--- src/rtl/bcd_serial_add_ctrl.sv ---
// Serial packed-BCD adder controller: one decimal digit per clock, LSD first,
// with a registered decimal carry, sticky non-BCD error flag and done pulse.
module bcd_serial_add_ctrl #(
  parameter int unsigned DIGITS = 4
) (
  input  logic                  clk,
  input  logic                  rst_n,
  input  logic                  start,
  input  logic [4*DIGITS-1:0]   a,
  input  logic [4*DIGITS-1:0]   b,
  input  logic                  carry_in,
  output logic [4*DIGITS-1:0]   sum,
  output logic                  carry_out,
  output logic                  busy,
  output logic                  done,
  output logic                  err
);

  localparam int unsigned IW = (DIGITS > 1) ? $clog2(DIGITS) : 1;

  localparam logic [1:0] S_IDLE = 2'd0;
  localparam logic [1:0] S_RUN  = 2'd1;
  localparam logic [1:0] S_DONE = 2'd2;

  logic [1:0]          state;
  logic [IW-1:0]       idx;
  logic [4*DIGITS-1:0] a_r;
  logic [4*DIGITS-1:0] b_r;
  logic                carry;

  logic [3:0] a_d;
  logic [3:0] b_d;
  logic [4:0] s;
  logic [4:0] s_corr;
  logic [3:0] digit;
  logic       c_next;
  logic       bad_digit;
  logic       last;

  // Digit select as a compare-mux so idx width never leaks into slice arithmetic
  always_comb begin
    a_d = '0;
    b_d = '0;
    for (int unsigned i = 0; i < DIGITS; i++) begin
      if (idx == IW'(i)) begin
        a_d = a_r[4*i +: 4];
        b_d = b_r[4*i +: 4];
      end
    end
  end

  always_comb begin
    s         = {1'b0, a_d} + {1'b0, b_d} + {4'b0000, carry};
    s_corr    = s + 5'd6;
    c_next    = (s > 5'd9);
    digit     = c_next ? s_corr[3:0] : s[3:0];
    bad_digit = (a_d > 4'd9) || (b_d > 4'd9);
    last      = (idx == IW'(DIGITS - 1));
  end

  always_ff @(posedge clk or negedge rst_n) begin
    if (!rst_n) begin
      state     <= S_IDLE;
      idx       <= '0;
      a_r       <= '0;
      b_r       <= '0;
      carry     <= 1'b0;
      sum       <= '0;
      carry_out <= 1'b0;
      err       <= 1'b0;
    end else begin
      case (state)
        S_IDLE, S_DONE: begin
          if (start) begin
            a_r       <= a;
            b_r       <= b;
            carry     <= carry_in;
            sum       <= '0;
            carry_out <= 1'b0;
            err       <= 1'b0;
            idx       <= '0;
            state     <= S_RUN;
          end else begin
            state <= S_IDLE;
          end
        end
        S_RUN: begin
          for (int unsigned i = 0; i < DIGITS; i++) begin
            if (idx == IW'(i)) sum[4*i +: 4] <= digit;
          end
          carry <= c_next;
          if (bad_digit) err <= 1'b1;
          if (last) begin
            carry_out <= c_next;
            state     <= S_DONE;
          end else begin
            idx <= idx + IW'(1);
          end
        end
        default: state <= S_IDLE;
      endcase
    end
  end

  assign busy = (state == S_RUN);
  assign done = (state == S_DONE);

endmodule

--- config.mk ---
export PLATFORM = sky130hd
export DESIGN_NAME = bcd_serial_add_ctrl
export DESIGN_NICKNAME = d
export VERILOG_FILES = /design/src/rtl/bcd_serial_add_ctrl.sv
export SDC_FILE = /design/constraint.sdc
export NUM_CORES = 1
export LEC_CHECK = 0
export ABC_AREA = 1
export BUFFER_PORTS_ARGS = -buffer_cell sky130_fd_sc_hd__buf_2
export CAP_MARGIN = 15
export CORE_ASPECT_RATIO = 0.75
export CORE_MARGIN = 3
export CORE_UTILIZATION = 30
export DETAILED_ROUTE_END_ITERATION = 10
export GPL_TIMING_DRIVEN = 0
export PLACE_DENSITY = 0.61
export SLEW_MARGIN = 20
export SYNTH_ARGS = -nofsm -noshare
export SYNTH_HDL_FRONTEND = slang
export SYNTH_SLANG_ARGS = --single-unit
--- constraint.sdc ---
create_clock -name clk -period 4.13 [get_ports clk]
set_clock_uncertainty 0.2 [all_clocks]
set_input_delay 0.826 -clock clk [delete_from_list [all_inputs] [get_ports clk]]
set_output_delay 0.826 -clock clk [all_outputs]
set_load 0.01 [all_outputs]
==> impl_metrics.csv <==
group,metric,value,unit
synth,async_flop_share,100,%
synth,ys_types,30,
timing,timing.slew.headroom,53.1,%
clocking,clockRootBuffer,"clkbuf_16",
critical_path,ff2ff_path_depth,18,
synth,synth_cells,346,
synth,synth_edf_count,0,
clocking,hold_buffers,0,
clocking,ctsResizeCount,0,
global_routing,grt.total_usage,14.1,%
timing,maxSlewViolCount,0,
synth,ys_seq_area_share,49.6,%
finish,fillCellCount,936,
finish,syn_to_final_growth,20.2,%
worst_hold_path,whs_path_depth,2,
critical_path,r2r-start,"idx[1]$_DFFE_PN0P_",
timing,finalHoldViolations,0,
route,drt-initial-drc-count,146,
timing,tightest_slew,703,ps
critical_path,start_kind,"flip-flop",
run_status,status,"completed",
clocking,cts.path.max_buffers,2,
critical_path,regToRegSetupSlack,390,ps
clocking,insertion_delay,290,ps
critical_path,crit_path_end_kind,"flip-flop",
die,dieArea,10400,sq um
placement,io_buffers,55,
clocking,clock-sinks,55,
clocking,numCtsBuffers,5,
synth,postSynthAreaPerCell,8.02,sq um
synth,synth_area_leader_cell,"dfrtp_1",
run,drv_cap,0,
finish,nets,454,
timing,period_minus_slack,3740,ps
global_routing,grt-ovfl-total,0,
clocking,cts_tree,"built",
synth,yosys_warnings,0,
die,rows,29,
critical_path,cp.arrival,3720,ps
finish,diodes,0,
synth,synthMostInstantiatedCell,"nand2_1",
timing,rsz0062_at_grt,"false",
synth,synth_commonest_cells,"nand2_1, dfrtp_1, inv_1, o21ai_0, a21oi_1",
clocking,cts.clk_slew.worst_paths,70,ps
clocking,cts_max_level,2,
route,drtPass1Iterations,4,
die,io_pins,56,
route,drc,0,
timing,max_freq,267,MHz
critical_path,crit_fanout,10,
timing,min_period_over_period,90.6,%
finish,seq_area,1380,sq um
critical_path,critical_path_class,"flip-flop to flip-flop",
global_routing,grt_max_degree,56,
route,totalWireLength,6.77,mm
critical_path,crit_required,4110,ps
global_routing,antenna_found_initial,0,
global_routing,grt_pass1_wl,11.4,mm
synth,synth_area,2770,sq um
finish,drive_above_1_share,21.5,%
route,routedWlPerCell,13.1,microns
synth,synthTopCellsByArea,"dfrtp_1, nand2_1, inv_1",
synth,synth_fp_nets,392,
critical_path,reg2reg_to,"sum[11]$_DFFE_PN0P_",
die,core,8710,sq um
finish,multi_input_area,1210,sq um
worst_hold_path,worstHoldEndpoint,"sum[5]$_DFFE_PN0P_",
die,initial_utilization,31.9,%
synth,ys.flop_type,"dfrtp_1",
worst_hold_path,hold_path_startpoint,"sum[5]$_DFFE_PN0P_",
synth,yosysTopAreaCellShare,49.6,%
clocking,cts_setup_buffers,0,
die,die_h,89.3,microns
placement,place.gp.congestion,0.794,
die,die_w,117,microns
route,drtAntennaViolNets,0,
placement,hpwl,5.16,mm
timing,totalNegativeSetupSlack,0,ps
worst_hold_path,min_path_type,"flip-flop to flip-flop",
timing,setup_viol,0,
route,routed_via_density,4.56,
synth,synth-seq-cells,55,
global_routing,grt_pass1_vias,2402,
route,dr_total_vias,2355,
per-stage QoR:
step	utilization (%)	cell area (sq um)	hold slack (ps)	setup slack (ps)	std cells
floorplan	-	2770	244	673	346
global placement	36.6	3180	264	333	509
detailed placement	36.6	3190	264	269	509
CTS	38.2	3330	282	235	517
global route	38.3	3330	296	37.1	517
finish	38.3	3330	276	390	517
how the worst max path moves through the flow:
stage	start	endpoint	depth (start not counted)
global placement	idx[0]$_DFFE_PN0P_	sum[11]$_DFFE_PN0P_	18
detailed placement	idx[0]$_DFFE_PN0P_	sum[3]$_DFFE_PN0P_	18
CTS	idx[0]$_DFFE_PN0P_	sum[11]$_DFFE_PN0P_	18
finish	idx[1]$_DFFE_PN0P_	sum[11]$_DFFE_PN0P_	18
global route	idx[1]$_DFFE_PN0P_	sum[11]$_DFFE_PN0P_	18
floorplan	idx[0]$_DFFE_PN0P_	sum[15]$_DFFE_PN0P_	18
kinds of logic (layout without fill, tap and decap cells):
logic type	Yosys count	count (layout)	synth area share, %
and+or+nand+nor	188	188	28.1
buffers and inverters	47	110	6.77
adders and majority gates	10	10	5.05
AOI/OAI and AO/OA	45	45	9.88
xor gates and xnor gates	1	1	0.587
DFF	55	55	49.6
worst max-delay path, stage by stage, from the launching register on:
cell and delay, ps:
dfrtp_1 390, inv_1 90, ha_1 180, buf_4 180, nor2_4 150, a22oi_1 80
o21ai_0 160, o21ai_1 130, fa_1 460, fa_2 440, xor2_2 200, ha_1 240
nand2_1 60, a21boi_1 180, nand2_2 90, nand2_2 110, nand3b_2 130, nand3_1 100
nand2_1 50
metal layers:
metal  share of wire, %  wire, microns  vias up  track usage (%)
met3                5.6            377        4             4.19
met1                 52           3530     1082             20.5
met4               0.65             44        0             2.81
met5                  0              0        -                0
li1                   -              -     1203                -
met2                 42           2830       66             21.1
cell usage in the layout, fill, tap and decap left out:
master | netlist | routed
buf_2 | 6 | 60
dfrtp_1 | 55 | 55
nand2_2 | 3 | 3
a21boi_1 | 1 | 1
a21boi_2 | 1 | 1
a21oi_2 | 1 | 1
o21bai_1 | 1 | 1
nand4_1 | 8 | 8
o21ai_4 | 1 | 1
clkbuf_1 | 4 | 6
clkbuf_16 | 0 | 5
o21ai_2 | 3 | 3
nor2_4 | 2 | 2
o21ai_1 | 2 | 3
and2_4 | 1 | 1
buf_4 | 1 | 2
a22oi_1 | 2 | 2
nand3_1 | 13 | 13
ha_2 | 0 | 1
a21oi_1 | 14 | 14
inv_6 | 0 | 1
o21ai_0 | 17 | 16
nor2_2 | 1 | 1
nand3b_2 | 1 | 1
fa_2 | 0 | 1
a21o_1 | 1 | 1
fa_1 | 2 | 1
nor2_1 | 6 | 6
inv_2 | 3 | 3
inv_1 | 33 | 33
ha_1 | 8 | 7
nand2_1 | 153 | 153
xor2_2 | 1 | 1
o311ai_0 | 1 | 1
registers in the layout, indices dropped and copies added, names as in the netlist:
register	cells
carry	1
err	1
idx	2
state	2
sum	16
a_r	16
b_r	16
carry_out	1
cell type report:
type | count | share of cell area [%]
clock buffers | 7 | 3.98
multi-input cells | 244 | 36.4
repair buffers | 55 | 8.33
flip-flops and latches | 55 | 41.3
clock inverters | 1 | 0.263
well taps | 108 | 4.05
plain buffers | 11 | 1.58
inverters | 36 | 4.05
Power is left out: the tool's default activity adds up to more than one toggle a clock period on the data nets, which glitch-free logic cannot reach.
